## src/rtl/dmem_arbiter.sv

```systemverilog
// Shares the single-port data memory between the CPU load/store path and a host port.
// The CPU wins by default; the host is forced a slot after STARVE_LIMIT denied cycles.
module dmem_arbiter #(
   parameter int unsigned       ADDR_W       = 8,
   parameter int unsigned       DATA_W       = 8,
   parameter logic [ADDR_W-1:0] MMIO_BASE    = 8'd249,
   parameter int unsigned       STARVE_LIMIT = 4
) (
   input  logic              clock,
   input  logic              reset_n,
   input  logic              cpu_req,
   input  logic              cpu_we,
   input  logic [ADDR_W-1:0] cpu_addr,
   input  logic [DATA_W-1:0] cpu_wdata,
   output logic [DATA_W-1:0] cpu_rdata,
   output logic              cpu_stall,
   input  logic              host_req,
   input  logic              host_we,
   input  logic [ADDR_W-1:0] host_addr,
   input  logic [DATA_W-1:0] host_wdata,
   output logic              host_ack,
   output logic [DATA_W-1:0] host_rdata,
   output logic              host_err,
   output logic [ADDR_W-1:0] mem_addr,
   output logic [DATA_W-1:0] mem_wdata,
   output logic              mem_we,
   input  logic [DATA_W-1:0] mem_rdata
);

   typedef enum logic [0:0] {StIdle, StAck} state_e;

   localparam logic [3:0] StarveMax = 4'(STARVE_LIMIT);

   state_e              state_q;
   logic [3:0]          starve_cnt_q;
   logic                host_ack_q;
   logic                host_err_q;
   logic [DATA_W-1:0]   host_rdata_q;

   logic host_in_range;
   logic host_elig;
   logic host_grant;
   logic cpu_grant;

   always_comb begin
      host_in_range = host_addr < MMIO_BASE;
      // Host is held off while reset is asserted so no host write can slip out during reset.
      host_elig     = reset_n && (state_q == StIdle) && host_req;
      host_grant    = host_elig && ((starve_cnt_q == StarveMax) || !cpu_req);
      cpu_grant     = cpu_req && !host_grant;
      cpu_stall     = cpu_req && host_grant;
      cpu_rdata     = mem_rdata;
      if (host_grant) begin
         mem_addr  = host_addr;
         mem_wdata = host_wdata;
         mem_we    = host_we && host_in_range;
      end else begin
         mem_addr  = cpu_addr;
         mem_wdata = cpu_wdata;
         mem_we    = cpu_grant && cpu_we;
      end
   end

   always_ff @(posedge clock or negedge reset_n) begin
      if (!reset_n) begin
         state_q      <= StIdle;
         starve_cnt_q <= '0;
         host_ack_q   <= 1'b0;
         host_err_q   <= 1'b0;
         host_rdata_q <= '0;
      end else begin
         state_q    <= host_grant ? StAck : StIdle;
         host_ack_q <= host_grant;
         host_err_q <= host_grant && !host_in_range;
         if (host_grant && host_in_range) begin
            host_rdata_q <= mem_rdata;
         end else begin
            host_rdata_q <= '0;
         end
         if (!host_req || host_grant) begin
            starve_cnt_q <= '0;
         end else if (host_elig && cpu_grant && (starve_cnt_q != StarveMax)) begin
            starve_cnt_q <= starve_cnt_q + 4'd1;
         end
      end
   end

   assign host_ack   = host_ack_q;
   assign host_err   = host_err_q;
   assign host_rdata = host_rdata_q;

endmodule

```

## config.mk

```make
export PLATFORM = sky130hd
export DESIGN_NAME = dmem_arbiter
export DESIGN_NICKNAME = d
export VERILOG_FILES = /design/src/rtl/dmem_arbiter.sv
export SDC_FILE = /design/constraint.sdc
export NUM_CORES = 1
export LEC_CHECK = 0
export BUFFER_PORTS_ARGS = -buffer_cell sky130_fd_sc_hd__buf_4
export CORE_ASPECT_RATIO = 0.5
export CORE_MARGIN = 2
export CORE_UTILIZATION = 30
export DETAILED_ROUTE_END_ITERATION = 7
export PLACE_DENSITY = 0.67
export RECOVER_POWER = 50
export SYNTH_ARGS = -nofsm -noshare
export SYNTH_HDL_FRONTEND = slang
export SYNTH_SLANG_ARGS = --single-unit
```

## constraint.sdc

```tcl
create_clock -name clock -period 4.45 [get_ports clock]
set_input_delay 0.445 -clock clock [delete_from_list [all_inputs] [get_ports clock]]
set_output_delay 0.445 -clock clock [all_outputs]
set_load 0.005 [all_outputs]
```

==> reports/metrics.csv <==
metric;value;unit
Hold Buf Count CTS;0;
Setup Fix Bufs, Post-CTS;0;
Final Max Slew Viols;0;
Sw Ratio;22.0;%
setup TNS;0;ns
CTS clk-pin slew, worst paths;0.06;ns
H-Tree Depth;1;
Slew HR;46.1;%
mean post-synth cell area;10.9;sq um
WP data required;4.01;ns
delay-heaviest family, CP;buffers and inverters;
die width;81.8;microns
Synth Instances;83;
DRT Pass-1 Iters;3;
drt wl/cell;11.4;microns
CTS Buffer Depth;2;
worst r2r src;starve_cnt_q[0]$_DFFE_PN0P_;
Worst Setup End Kind;primary output;
Sink Count;14;
quantity of I/O buffers inserted on ports;81;
largest net degree at the start of global routing;29;
clock skew;0.00207;ns
number of CTS-inserted buffers;3;
Core Area;2940;sq um
VDD IR max;0.000107;V
Least-Margin Pin Slew;0.809;ns
Initial Util;30.9;%
synthesis warning total;0;
first-pass GRT wire length;3680;microns
post-synthesis cell type count;27;
clk_lat worst skew;0.24;ns
register area;350;sq um
vias in the first global route;855;
Yosys top cell area share;38.6;%
CP Max Fanout;28;
pwr/cell area;222;nW/um^2
EDFF count, synth;0;
hpwl dp;1890;microns
Pleak;0.792;nW
part of the power in the clock network;35.8;%
share of cells above drive strength 1;66.7;%
Die Area;3510;sq um
critical path class;in -> out;
top post-synthesis cells by count;mux2_2, dfrtp_1, buf_4, and3_1, nor2b_1;
Ports;82;
Post-CTS Resized;0;
Synth Register Bits;14;
std cell rows;14;
GR Util All Layers;13.3;%
Mapped Nets;131;
initial antenna violation count;0;
Die H;42.9;microns
CTS Root Cell;clkbuf_8;
worst path bufs/invs;2;
vias per inst;4.44;
CTS tree;done;
Worst setup SP type;input port;
internal power;0.267;mW
non-filler cells, final;199;
total grt overflow;0;
DRT iter0 DRCs;40;
Worst Hold Class;in -> async;
area of the multi-input gates;468;sq um
CP cell instances;clkbuf_1 -> nand3b_1 -> a21oi_4 -> mux2_2 -> buf_4;
Primary FF master, synth;dfrtp_1;
DRC viols;0;
Max-Cap Viols;0;
Hold Vio Cnt, Final;0;
diode count;0;
Final GP Congestion;0.661;
routed wire length;2270;microns
final setup vio count;0;
combinational power share;25.7;%
asr flop ratio synth;100;%
RSZ-0062 raised after global routing;false;
crit path max-delay cell type;a21oi_4;
cell with the most instances after synthesis;mux2_2;
Vias;884;
worst stage delay on the critical path;0.60;ns
crit path DAT;2.46;ns
number of nets in the layout;208;
post-synth top area cell;dfrtp_1;
Post-DRT Antenna Nets;0;
Max Clock Freq;344;MHz
final worst path period share;65.3;%
Post-Syn Area;908;sq um
post-layout min period;2.91;ns
Synth area leaders;dfrtp_1, mux2_2, buf_4, and3_1, ha_1;
Switch Pwr;0.0751;mW
placed insts;195;
sequential share of power;38.6;%
Syn-to-layout area delta;69.8;%
CP startpoint;reset_n;
fillers;277;
outcome;completed;
post-synthesis sequential area ratio;38.6;%
## routing by layer
| metal | global-route usage [%] | part of all wire [%] | vias to the layer above |
|---|---|---|---|
| met4 | 3.00 | 0 | 0 |
| met2 | 26.7 | 58 | 24 |
| li1 | - | - | 439 |
| met3 | 2.98 | 4.3 | 0 |
| met1 | 14.1 | 38 | 421 |
| met5 | 0 | 0 | - |
## flip-flops by register name, indices dropped and copies added (netlist names)
| name | count |
|---|---|
| host_rdata | 8 |
| starve_cnt_q | 4 |
| host_ack | 1 |
| host_err | 1 |
## final timing paths
| path | endpoint | slack (ns) | cells past startpoint |
|---|---|---|---|
| setup reg to reg | host_rdata[3]$_DFF_PN0_ | 2.69 | 5 |
| hold reg to reg | starve_cnt_q[1]$_DFFE_PN0P_ | 0.59 | 2 |
| setup / recovery | mem_addr[3] | 1.54 | 5 |
| max in group asynchronous | host_rdata[5]$_DFF_PN0_ | 3.68 | 1 |
| min in group clock | host_rdata[2]$_DFF_PN0_ | 0.44 | 2 |
| hold / removal | starve_cnt_q[2]$_DFFE_PN0P_ | 0.26 | 1 |
## per-stage QoR
step | setup slack [ns] | utilization, % | hold slack, ns | area (sq um) | total power [mW]
finish | 1.54 | 52.4 | 0.265 | 1540 | 0.342
global route | 1.27 | 52.4 | 0.338 | 1540 | 0.359
CTS | 1.78 | 52.6 | 0.0501 | 1550 | 0.346
detailed placement | 2.02 | 50.7 | 0.312 | 1490 | 0.224
global placement | 2.06 | 50.7 | 0.305 | 1490 | 0.223
floorplan | 2.47 | - | 0.149 | 908 | 0.167
## cell families (layout without fill, tap and decap cells)
kind of cell	after synthesis	count (layout)	synth area share [%]
flip-flops	14	14	38.6
AO/OA/AOI/OAI	9	9	7.71
adder cells (fa/ha/maj)	2	2	2.75
AND/OR/NAND/NOR	30	30	21.2
buffers and inverters	12	88	9.92
multiplexers	16	16	19.8
## cell usage in the layout (no fill, tap or decap), drive strengths merged, types with 2 or more instances in the layout
cell type,Yosys,final
nand3,3,3
nor3b,2,2
dfrtp,14,14
and3,8,8
a21oi,2,2
nand3b,2,2
buf,10,63
a21boi,2,2
o21ai,2,2
clkbuf,0,23
nor2b,4,4
ha,2,2
nand2,3,3
inv,2,2
nor3,2,2
and2,2,2
nor2,2,2
mux2,16,16
## layout make-up
cell class              count  share of cell area (%)
repair buffers             82                    39.7
multi-input cells          57                    30.3
flip-flops and latches     14                    22.7
clock buffers               4                    3.57
well taps                  40                    3.24
inverters                   2                   0.487
## worst register-to-register path, stage by stage (launching register included)
cell	delay [ns]
dfrtp_1	0.41
inv_1	0.09
ha_1	0.21
nand3b_4	0.11
a21oi_4	0.58
and3_2	0.30
## power groups by stage
stage / Clock (mW) / Combinational (mW) / Sequential [mW]
final: 0.122 / 0.0878 / 0.132
after global routing: 0.131 / 0.0956 / 0.132
after CTS: 0.123 / 0.0904 / 0.132
after detailed placement: 0 / 0.0902 / 0.134
after global placement: 0 / 0.0887 / 0.134
after floorplan: 0 / 0.0329 / 0.134
Power figures use the tool's default switching activity.
